File: src/rtl/code_decoder_fifo_pkg.sv
// Shared widths and the code-to-one-hot helper for the buffered 3-to-8 decoder.
package code_dec_pkg;
  localparam int IN_W  = 3;
  localparam int OUT_W = 8;

  function automatic logic [OUT_W-1:0] onehot_dec(input logic [IN_W-1:0] code);
    logic [OUT_W-1:0] word;
    word       = '0;
    word[code] = 1'b1;
    return word;
  endfunction
endpackage

File: src/rtl/code_decoder_fifo_if.sv
// Code-in / one-hot-out handshake bundle for code_decoder_fifo.
interface code_decoder_fifo_if;
  import code_dec_pkg::*;

  // Handshake rule for both channels: a transfer happens on a rising edge
  // exactly when valid && ready are both 1. A producer holding valid=1 with
  // ready=0 keeps its data stable; ready never waits on valid.
  logic             in_valid;
  logic             in_ready;
  logic [IN_W-1:0]  Din;
  logic             out_valid;
  logic             out_ready;
  logic [OUT_W-1:0] Dout;

  modport slave (
    input  in_valid, Din, out_ready,
    output in_ready, out_valid, Dout
  );

  modport master (
    output in_valid, Din, out_ready,
    input  in_ready, out_valid, Dout
  );
endinterface

File: src/rtl/code_decoder_fifo_fifo.sv
// First-word-fall-through code FIFO: head is visible the cycle after the write.
module code_fifo #(
  parameter int WIDTH = 3,
  parameter int DEPTH = 4,
  parameter int CNT_W = $clog2(DEPTH) + 1
) (
  input  logic             clk,
  input  logic             rst_n,
  input  logic             push,
  input  logic             pop,
  input  logic [WIDTH-1:0] din,
  output logic [WIDTH-1:0] head,
  output logic [CNT_W-1:0] count,
  output logic             full,
  output logic             empty
);
  localparam int PTR_W = $clog2(DEPTH);

  logic [WIDTH-1:0] mem [DEPTH];
  logic [PTR_W-1:0] wr_ptr;
  logic [PTR_W-1:0] rd_ptr;
  logic             do_push;
  logic             do_pop;

  assign full    = (count == CNT_W'(DEPTH));
  assign empty   = (count == '0);
  assign do_push = push && !full;
  assign do_pop  = pop && !empty;
  assign head    = mem[rd_ptr];

  // Storage is deliberately unreset; the top gates the head with valid.
  always_ff @(posedge clk) begin
    if (do_push) begin
      mem[wr_ptr] <= din;
    end
  end

  // Pointers wrap naturally because DEPTH is a power of two.
  always_ff @(posedge clk or negedge rst_n) begin
    if (!rst_n) begin
      wr_ptr <= '0;
      rd_ptr <= '0;
      count  <= '0;
    end else begin
      if (do_push) wr_ptr <= wr_ptr + PTR_W'(1);
      if (do_pop)  rd_ptr <= rd_ptr + PTR_W'(1);
      case ({do_push, do_pop})
        2'b10:   count <= count + CNT_W'(1);
        2'b01:   count <= count - CNT_W'(1);
        default: count <= count;
      endcase
    end
  end
endmodule

File: src/rtl/code_decoder_fifo.sv
// Buffered 3-to-8 one-hot decoder: FIFO of codes, en masks the output side as a stall.
module code_decoder_fifo
  import code_dec_pkg::*;
#(
  parameter  int DEPTH = 4,
  localparam int CNT_W = $clog2(DEPTH) + 1
) (
  input  logic                  clk,
  input  logic                  rst_n,
  input  logic                  en,
  code_decoder_fifo_if.slave    bus,
  output logic [CNT_W-1:0]      count
);
  logic            full;
  logic            empty;
  logic [IN_W-1:0] head;
  logic            in_ready;
  logic            out_valid;

  assign in_ready      = !full;
  // en stalls the output: no valid, so no pop, and the head stays put.
  assign out_valid     = !empty && !en;
  assign bus.in_ready  = in_ready;
  assign bus.out_valid = out_valid;
  assign bus.Dout      = out_valid ? onehot_dec(head) : '0;

  code_fifo #(
    .WIDTH (IN_W),
    .DEPTH (DEPTH),
    .CNT_W (CNT_W)
  ) u_fifo (
    .clk   (clk),
    .rst_n (rst_n),
    .push  (bus.in_valid && in_ready),
    .pop   (out_valid && bus.out_ready),
    .din   (bus.Din),
    .head  (head),
    .count (count),
    .full  (full),
    .empty (empty)
  );
endmodule

File: src/flat_wrapper.sv
// flat-port wrapper written by rule: the top's interface ports become plain ports
module code_decoder_fifo_flat import code_dec_pkg::*;
#(
  parameter  int DEPTH = 4,
  localparam int CNT_W = $clog2(DEPTH) + 1
)
  (clk, rst_n, en, count, bus_in_valid, bus_Din, bus_out_ready, bus_in_ready, bus_out_valid, bus_Dout);
  code_decoder_fifo_if bus_i ();
  input  logic clk;
  input  logic rst_n;
  input  logic en;
  output logic [CNT_W-1:0] count;
  input wire logic [$bits(bus_i.in_valid)-1:0] bus_in_valid;
  input wire logic [$bits(bus_i.Din)-1:0] bus_Din;
  input wire logic [$bits(bus_i.out_ready)-1:0] bus_out_ready;
  output wire logic [$bits(bus_i.in_ready)-1:0] bus_in_ready;
  output wire logic [$bits(bus_i.out_valid)-1:0] bus_out_valid;
  output wire logic [$bits(bus_i.Dout)-1:0] bus_Dout;
  assign bus_i.in_valid = bus_in_valid;
  assign bus_i.Din = bus_Din;
  assign bus_i.out_ready = bus_out_ready;
  assign bus_in_ready = bus_i.in_ready;
  assign bus_out_valid = bus_i.out_valid;
  assign bus_Dout = bus_i.Dout;
  code_decoder_fifo #(.DEPTH(DEPTH)) u_core (.clk(clk), .rst_n(rst_n), .en(en), .bus(bus_i), .count(count));
endmodule
File: config.mk
export PLATFORM = sky130hd
export DESIGN_NAME = code_decoder_fifo_flat
export DESIGN_NICKNAME = d
export VERILOG_FILES = /design/src/rtl/code_decoder_fifo_pkg.sv /design/src/rtl/code_decoder_fifo_if.sv /design/src/rtl/code_decoder_fifo_fifo.sv /design/src/rtl/code_decoder_fifo.sv /design/src/flat_wrapper.sv
export SDC_FILE = /design/constraint.sdc
export NUM_CORES = 1
export LEC_CHECK = 0
export ABC_AREA = 1
export CAP_MARGIN = 40
export CORE_ASPECT_RATIO = 0.75
export CORE_MARGIN = 5
export CORE_UTILIZATION = 45
export DETAILED_ROUTE_END_ITERATION = 10
export MAX_ROUTING_LAYER = met4
export PLACE_DENSITY = 0.7
export SYNTH_ARGS = -nofsm -noshare
export SYNTH_HDL_FRONTEND = slang
export SYNTH_HIERARCHICAL = 1
export SYNTH_SLANG_ARGS = --single-unit
File: constraint.sdc
create_clock -name clk -period 3.6 [get_ports clk]
set_clock_uncertainty 0.1 [all_clocks]
set_input_delay 0.54 -clock clk [delete_from_list [all_inputs] [get_ports clk]]
set_output_delay 0.54 -clock clk [all_outputs]
set_load 0.02 [all_outputs]
**Word level (Yosys, flattened, before mapping)**

Memory sizes are Yosys's and may differ from the RTL's.
Cells that the tools add are included.

- Add/sub/neg operators: 4
- Magnitude comparators: 2
- Equality and inequality tests: 3
- Muxes and demuxes: 6
- Reductions and logical operators: 11

Operators by type and width:

| cell | number |
|---|---|
| 8-bit two-way mux | 1 |
| 1-bit logical AND | 6 |
| 3-bit one-hot mux with 2 select lines | 1 |
| 2-bit by 1-bit adder with 2-bit output, second input constant | 2 |
| 3-bit by 4-bit less-than comparator with 1-bit output, second input constant | 1 |
| 3-bit by 1-bit adder with 3-bit output, second input constant | 1 |
| 1-bit demux with 3-bit select | 1 |
| 3-bit == test, second input constant | 1 |
| 3-bit by 1-bit greater-or-equal comparator with 1-bit output, second input constant | 1 |
| 1-bit zero test | 3 |
| 3-bit zero test | 1 |
| 1-bit two-way mux | 3 |
| 3-bit by 1-bit subtractor with 3-bit output, second input constant | 1 |
| 2-bit by 1-bit == test with 1-bit output, second input constant | 1 |
| 2-bit == test, second input constant | 1 |
| 2-bit nonzero test | 1 |

- Register bits after elaboration: 7
- Memory bits (writable): 12
- Input port bits: 8
- Output and inout bits: 13
- Memories: 1

Memory list:

| name | depth | width | read ports | clocked after Yosys merged registers in | write ports | line | RTL |
|---|---|---|---|---|---|---|---|
| u_core.u_fifo.mem | 4 | 3 | 1 | 0 | 1 | code_decoder_fifo_fifo.sv:19 | `logic [WIDTH-1:0] mem [DEPTH];` |

**Depth between registers and ports, before layout**

Gate-level depths: netlist of the first run.

- Depth after elaboration: 7
- Mapped depth: 14
- Mapped depth without buffers: 14

**Modules after synthesis**

Netlist of the first run, hierarchy kept.

By module, submodules not included:

| module | times used | cells an instance | area an instance (µm²) |
|---|---|---|---|
| code_fifo | 1 | 96 | 949.7 |
| code_decoder_fifo | 1 | 22 | 88.8 |

**Least setup slack after synthesis of the first run**

No wires, ideal clock.

- Path kind: register to register
- Start: register u_core.u_fifo.count[0]
- End: register u_core.u_fifo.count[2]
- Arrival: 2.028 ns
- Data required time: 3.383 ns
- Slack: 1.355 ns
- Stages on the path, launching flop included: 14
- Buffers on the path: 0
- Path through: dfrtp_1 -> inv_1 -> nand3_2 -> inv_1 -> nor3b_1 -> nand2_1 -> inv_1 -> ha_1 -> inv_1 -> fa_1 -> nand2_1 -> nand3_1 -> nand2_1 -> nand2_1

- Longest elaborated chain between the ends: 7
- Elaborated cells between the ends (all ways): 15
- Classes of those cells: add/sub: 2; eq/ne: 3; mux: 1; reduce/logical: 9

Ends and longest elaborated chain:

| what | line | RTL |
|---|---|---|
| start: declaration | code_decoder_fifo_fifo.sv:13 | `output logic [CNT_W-1:0] count,` |
| start signal: assignment | code_decoder_fifo_fifo.sv:48 | `2'b10: count <= count + CNT_W'(1);` |
| start signal: assignment | code_decoder_fifo_fifo.sv:49 | `2'b01: count <= count - CNT_W'(1);` |
| start signal: assignment | code_decoder_fifo_fifo.sv:50 | `default: count <= count;` |
| 3-bit zero test (*) | code_decoder_fifo_fifo.sv:26 | `assign empty = (count == '0);` |
| named net u_core.empty | code_decoder_fifo.sv:15 | `logic empty;` |
| 1-bit zero test (*) | code_decoder_fifo_fifo.sv:28, code_decoder_fifo.sv:22 |  |
| 1-bit logical AND | code_decoder_fifo.sv:22 | `assign out_valid = !empty && !en;` |
| 1-bit logical AND | code_decoder_fifo.sv:35 | `.pop (out_valid && bus.out_ready),` |
| 1-bit logical AND (*) | code_decoder_fifo_fifo.sv:28 | `assign do_pop = pop && !empty;` |
| named net u_core.u_fifo.do_pop | code_decoder_fifo_fifo.sv:23 | `logic do_pop;` |
| 2-bit by 1-bit == test with 1-bit output or 2-bit == test (tied branches) | code_decoder_fifo_fifo.sv:47 | `case ({do_push, do_pop})` |
| 3-bit one-hot mux with 2 select lines or 2-bit nonzero test (tied branches) | -- |  |

Mark *: on every way through the listed nets, which the timed path passes. The rest lies on a longest branch.
A chain may end at the register's enable or synchronous reset.

**Worst setup path after layout of the first run**

- Start: register u_core.u_fifo.rd_ptr[0]
- End: output port bus_Dout[0]

- Longest elaborated chain between the ends: 6
- Elaborated cells between the ends (all ways): 7
- Classes of those cells: order compare: 2; mux: 3; reduce/logical: 1; memory: 1

Ends and longest elaborated chain:

| what | line | RTL |
|---|---|---|
| start: declaration | code_decoder_fifo_fifo.sv:21 | `logic [PTR_W-1:0] rd_ptr;` |
| start signal: assignment | code_decoder_fifo_fifo.sv:46 | `if (do_pop) rd_ptr <= rd_ptr + PTR_W'(1);` |
| memory read 4 x 3 bit (*) | -- |  |
| named net u_core.head[2] | code_decoder_fifo.sv:16 | `logic [IN_W-1:0] head;` |
| 3-bit by 4-bit less-than comparator with 1-bit output (implied by the code) or 3-bit by 1-bit greater-or-equal comparator with 1-bit output (tied branches) | code_decoder_fifo_pkg.sv:9 | `word[code] = 1'b1;` |
| 1-bit logical AND (implied by the code) | code_decoder_fifo_pkg.sv:9 |  |
| 1-bit two-way mux (implied by the code) | code_decoder_fifo_pkg.sv:9 |  |
| 1-bit demux with 3-bit select (*) | -- |  |
| 8-bit two-way mux (*) | code_decoder_fifo.sv:25 | `assign bus.Dout = out_valid ? onehot_dec(head) : '0;` |
| end: declaration | flat_wrapper.sv:18 | `output wire logic [$bits(bus_i.Dout)-1:0] bus_Dout;` |

Marks and branches as above.

==> results.sh, run 1 <==
export IMPL_outcome="completed"
export IMPL_synthTopCellsByArea="edfxtp_1 35%, dfrtp_1 17%, nand2_1 12%"
export IMPL_start_kind="register"
export IMPL_cts_reportedPaths_clkPinSlew_ps=110
export IMPL_cpPeakStageDelay_ps=610
export IMPL_final_hold_viol_count=0
export IMPL_power_frac_seq_pct=34.9
export IMPL_power_density_nw_per_um2=777
export IMPL_crit_arrival_ps=2050
export IMPL_initialDrtViolationCount=39
export IMPL_drv_slew=0
export IMPL_cpMostUsedCell="nand2_1"
export IMPL_place_ws_ps=828
export IMPL_stdcell_count=166
export IMPL_synth_top_area_cell="edfxtp_1"
export IMPL_clock_latency_ps=300
export IMPL_grtUsageTotal_pct=13.1
export IMPL_drc=0
export IMPL_synth_edf_count=12
export IMPL_synth_most_common_cell="nand2_1"
export IMPL_worst_hold_slack_ps=390
export IMPL_coreArea_um2=2250
export IMPL_drive_above_1_share_pct=6.38
export IMPL_crit_fanout=14
export IMPL_switchingPower_mw=0.448
export IMPL_clock_sinks=19
export IMPL_start_util_pct=46.1
export IMPL_finalCritPeriodShare_pct=74.8
export IMPL_clkPwrFrac_pct=10.9
export IMPL_num_antenna_cells=0
export IMPL_die_y_um=51.6
export IMPL_nets=156
export IMPL_async_flop_share_pct=36.8
export IMPL_grt_pass1_wl_um=3280
export IMPL_nFillCells=210
export IMPL_rsz0062_at_grt="no"
export IMPL_p_leak_nw=0.613
export IMPL_peakVddDrop_mv=0.346
export IMPL_path_delay_family="buffers and inverters"
export IMPL_grt_antenna_before_repair=0
export IMPL_synth_cell_types=18
export IMPL_synthTopCellsByCount="32 x nand2_1, 27 x inv_1, 13 x nor2_1"
export IMPL_p_sw_share_pct=44.8
export IMPL_seq_area_frac_synth_pct=51.6
export IMPL_netlist_instances=118
export IMPL_fmax_mhz=371
export IMPL_netlist_area_um2=1040
export IMPL_final_antenna_net_count=0
export IMPL_yosys_area_top_type_share_pct=34.7
export IMPL_cts_root_buf="clkbuf_4"
export IMPL_grt_overflow_total=0
export IMPL_firstDrtPassIters=4
export IMPL_cts_resized=0
export IMPL_clockBufferDepth=2
export IMPL_vias=791
export IMPL_grt_max_degree=15
export IMPL_tns_ps=0
export IMPL_gp_congestion=0.779
export IMPL_crit_required_ps=2960
export IMPL_relSlewSlack_pct=72.2
export IMPL_grt_pass1_vias=765
export IMPL_routed_wl_um=1990
export IMPL_cp_num_buf_inv=3
export IMPL_port_buffers=20
export IMPL_cts_setup_buffers=0
export IMPL_fp_dieW_um=65.5
export IMPL_worst_pin_slew_ps=416
export IMPL_holdBufCountCts=0
export IMPL_cp_slowest_cell="clkdlybuf4s50_1"
export IMPL_end_kind="output port"
export IMPL_syn_nets=132
export IMPL_htree_levels=1
export IMPL_die_area_um2=3380
export IMPL_min_period_ps=2690
export IMPL_syn_avg_cell_area_um2=8.80
export IMPL_core_rowCount=15
export IMPL_synth_seq_cells=19
export IMPL_cap_violations=0
export IMPL_hp_class="in -> async"
export IMPL_criticalPathCategory="reg -> out"
export IMPL_fin_ws_ps=906
export IMPL_area_growth_pct=23.9
export IMPL_wl_per_cell_um=12.0
export IMPL_synth_ff_type="edfxtp_1"
export IMPL_p_int_mw=0.552
export IMPL_cp_cell_sequence="inv_2 > nand2_1 > o211ai_1 > nand2_1 > inv_1 > nand2_1 > nor2_1 > clkdlybuf4s50_1"
export IMPL_cts_tree="done"
export IMPL_combPwrFrac_pct=54.1
export IMPL_setup_viol=0
export IMPL_io_pins=21
export IMPL_yosys_warnings=6
export IMPL_place_hpwl_um=1620
export IMPL_via_per_inst=4.77
export IMPL_cts_buffers=3
export IMPL_placed_cells=162
## routing by layer
layer  up-vias  part of all wire (%)  global-route usage (%)
li1        409                     -                       -
met1       352                    45                    15.6
met2        26                    47                    22.5
met3         4                   7.2                    2.81
met4         0                   1.3                    4.14
met5         -                     0                       -
## cells by family after synthesis
logic type,synth area share [%]
AND/OR/NAND/NOR,23.6
buffers and inverters,11.2
flip-flops,51.6
AO/OA/AOI/OAI,4.82
adder cells (fa/ha/maj),7.95
XOR/XNOR,0.844
## power by group through the flow
stage	logic (mW)	clock network, mW	registers (mW)
after floorplan	0.363	0	0.365
after global placement	0.521	0	0.351
after detailed placement	0.545	0	0.354
after CTS	0.548	0.113	0.349
after global routing	0.609	0.123	0.358
final	0.541	0.109	0.349
## layout make-up
cell class | instances | area (um^2) | share of cell area [%]
Timing Repair Buffer | 20 | 200 | 15.6
Clock buffer | 3 | 22.5 | 1.75
Inverter | 28 | 105 | 8.17
Clock inverter | 1 | 5.00 | 0.389
Multi-Input combinational cell | 70 | 387 | 30.1
Tap cell | 25 | 31.3 | 2.43
Sequential cell | 19 | 536 | 41.6
## sequential cells by signal, indices dropped and copies added (netlist names)
signal / count
u_core/u_fifo/rd_ptr: 2
u_core/u_fifo/wr_ptr: 2
u_core/u_fifo/mem: 12
u_core/u_fifo/count: 3
## stage by stage
stage          cell area (um^2)  utilization [%]  power (mW)
3_5_place_dp               1260             55.9       0.899
2_1_floorplan              1040                -       0.728
4_1_cts                    1290             57.1        1.01
6_report                   1290             57.1        1.00
5_1_grt                    1290             57.1        1.09
3_3_place_gp               1260             55.9       0.872
## final timing paths
kind | startpoint | to | slack [ps] | cells past startpoint
worst max-delay path | u_core/u_fifo/rd_ptr[0] | bus_Dout[0] | 910 | 8
max in group asynchronous | rst_n | u_core/u_fifo/rd_ptr[0] | 2760 | 1
worst max register to register | u_core/u_fifo/count[1] | u_core/u_fifo/count[2] | 1180 | 13
worst min-delay path | rst_n | u_core/u_fifo/count[0] | 390 | 1
worst min register to register | u_core/u_fifo/count[0] | u_core/u_fifo/count[0] | 410 | 1
min in group clk | u_core/u_fifo/count[0] | u_core/u_fifo/count[0] | 410 | 1
## layout by cell type, fill, tap and decap left out
master	instances
nor2_2	1
clkinv_2	1
o21ai_0	1
clkbuf_4	3
inv_1	27
nand3_2	2
dfrtp_1	7
nor2_1	13
fa_1	1
clkdlybuf4s50_1	20
nand2_1	32
o211ai_1	6
xnor2_1	1
nand2_4	1
nand3_1	5
nand4_1	1
ha_1	5
edfxtp_1	12
nor3b_1	1
inv_2	1
Note: power is estimated with default switching activity, not from simulation.
==> run 2, diff against run 1 <==
Clock period 3.6 ns to 2.8 ns, I/O delays scaled along.
==> run 2 against run 1 <==
  * Core utilization is 0.22 points higher
  * Flip-flop and latch count is the same
  * Sequential share of layout area decreased by 0.16 points
  * Final area rose by 0.39%
  * Clock-buffer cell count unchanged
  * Cell count stayed put
==> results.sh, run 2 (synthesis gave the netlist of run 1 again) <==
export IMPL_tns_ps=0
export IMPL_switchingPower_mw=0.574
export IMPL_cpMostUsedCell="nand2_1"
export IMPL_layout_commonest_cell="nand2_1"
export IMPL_hp_class="in -> async"
export IMPL_grt_max_degree=15
export IMPL_routed_wl_um=1920
export IMPL_grt_overflow_total=0
export IMPL_via_per_inst=4.67
export IMPL_combPwrFrac_pct=53.5
export IMPL_nets=156
export IMPL_top_regs="u_core/u_fifo/mem: 12 flops, u_core/u_fifo/count: 3 flops"
export IMPL_setup_viol=0
export IMPL_p_leak_nw=0.609
export IMPL_rsz0062_at_grt="no"
export IMPL_grt_pass1_wl_um=3350
export IMPL_criticalPathCategory="reg -> out"
export IMPL_outcome="completed"
export IMPL_power_frac_seq_pct=35.4
export IMPL_clockBufferDepth=2
export IMPL_regMostFlops="u_core/u_fifo/mem"
export IMPL_r2r_cells=13
export IMPL_worst_pin_slew_ps=329
export IMPL_num_antenna_cells=0
export IMPL_fmax_mhz=392
export IMPL_port_buffers=20
export IMPL_crit_arrival_ps=2030
export IMPL_relSlewSlack_pct=78.0
export IMPL_vias=776
export IMPL_die_area_um2=3380
export IMPL_p_sw_share_pct=44.7
export IMPL_cp_slowest_cell="clkdlybuf4s50_1"
export IMPL_initialDrtViolationCount=40
export IMPL_largest_reg_flops=12
export IMPL_peakVddDrop_mv=0.426
export IMPL_coreArea_um2=2250
export IMPL_finalCritPeriodShare_pct=91.2
export IMPL_clkPwrFrac_pct=11.1
export IMPL_r2r_slack_ps=510
export IMPL_grtUsageTotal_pct=13.5
export IMPL_firstDrtPassIters=4
export IMPL_drive_above_1_share_pct=6.38
export IMPL_gp_congestion=0.735
export IMPL_final_cell_mix="32 x nand2_1, 27 x inv_1, 20 x clkdlybuf4s50_1"
export IMPL_end_kind="output port"
export IMPL_crit_fanout=14
export IMPL_fin_ws_ps=247
export IMPL_die_y_um=51.6
export IMPL_cts_reportedPaths_clkPinSlew_ps=110
export IMPL_holdBufCountCts=0
export IMPL_cpPeakStageDelay_ps=610
export IMPL_drv_slew=0
export IMPL_final_hold_viol_count=0
export IMPL_post_route_util_pct=57.3
export IMPL_start_kind="register"
export IMPL_htree_levels=1
export IMPL_cts_tree="done"
export IMPL_clock_sinks=19
export IMPL_rr_endpoint="u_core/u_fifo/count[2]"
export IMPL_core_rowCount=15
export IMPL_drc=0
export IMPL_r2r_start="u_core/u_fifo/count[2]"
export IMPL_fp_dieW_um=65.5
export IMPL_cap_violations=0
export IMPL_wl_per_cell_um=11.5
export IMPL_place_ws_ps=289
export IMPL_start_util_pct=46.1
export IMPL_power_density_nw_per_um2=995
export IMPL_p_int_mw=0.711
export IMPL_place_hpwl_um=1560
export IMPL_grt_pass1_vias=749
export IMPL_io_pins=21
export IMPL_cts_root_buf="clkbuf_4"
export IMPL_grt_antenna_before_repair=0
export IMPL_crit_required_ps=2280
export IMPL_cts_buffers=3
export IMPL_clock_latency_ps=300
export IMPL_final_antenna_net_count=0
export IMPL_min_period_ps=2550
export IMPL_cp_cell_sequence="inv_4 > nand2_1 > o211ai_1 > nand2_1 > inv_1 > nand2_1 > nor2_1 > clkdlybuf4s50_1"
export IMPL_area_growth_pct=24.3
## run 2: layout make-up
cell class	instances	area [um^2]
clock buffers	3	22.5
clock inverters	1	7.51
fillers	213	961
inverters	28	108
multi-input cells	70	387
flip-flops and latches	19	536
well taps	25	31.3
repair buffers	20	200
## run 2: critical path, delay by kind of cell (launching register included)
kind	cells	cell delay (ps)
buffers and inverters	3	830
flip-flops	1	440
AND/OR/NAND/NOR	4	370
AO/OA/AOI/OAI	1	80
## run 2: stage by stage
step           std cells  hold WS (ps)  area [um^2]  power, mW
2_1_floorplan        118          24.4         1040      0.936
3_3_place_gp         162           383         1260       1.13
3_5_place_dp         162           396         1260       1.15
4_1_cts              166           254         1290       1.30
5_1_grt              166           264         1290       1.42
6_report             166           264         1290       1.28
## run 2: how the worst max path moves through the flow
stage	start	endpoint	slack, ps	cells past startpoint
6_report	u_core/u_fifo/rd_ptr[0]	bus_Dout[1]	250	8
5_1_grt	u_core/u_fifo/rd_ptr[0]	bus_Dout[1]	30	8
4_1_cts	u_core/u_fifo/rd_ptr[0]	bus_Dout[1]	170	8
3_5_place_dp	en	u_core/u_fifo/count[2]	290	11
3_3_place_gp	en	u_core/u_fifo/count[2]	360	11
2_1_floorplan	u_core/u_fifo/count[0]	u_core/u_fifo/count[2]	550	13
## run 2: power by group through the flow
stage	Clock [mW]	Sequential, mW	Combinational [mW]
CTS	0.153	0.452	0.696
global route	0.165	0.467	0.792
floorplan	0	0.470	0.466
finish	0.143	0.454	0.688
global placement	0	0.452	0.675
detailed placement	0	0.459	0.693
## run 2: per-layer routing
| layer | wire [um] | vias to the layer above | track usage (%) |
|---|---|---|---|
| met5 | 0 | - | - |
| met4 | 31 | 0 | 6.21 |
| li1 | - | 414 | - |
| met3 | 105 | 2 | 2.59 |
| met1 | 977 | 337 | 17.7 |
| met2 | 802 | 23 | 20.3 |
## run 2: repair_timing
item,4_1_cts,5_1_grt
gates resized for setup,0,1
setup endpoints to repair,0,2
setup buffers,0,0
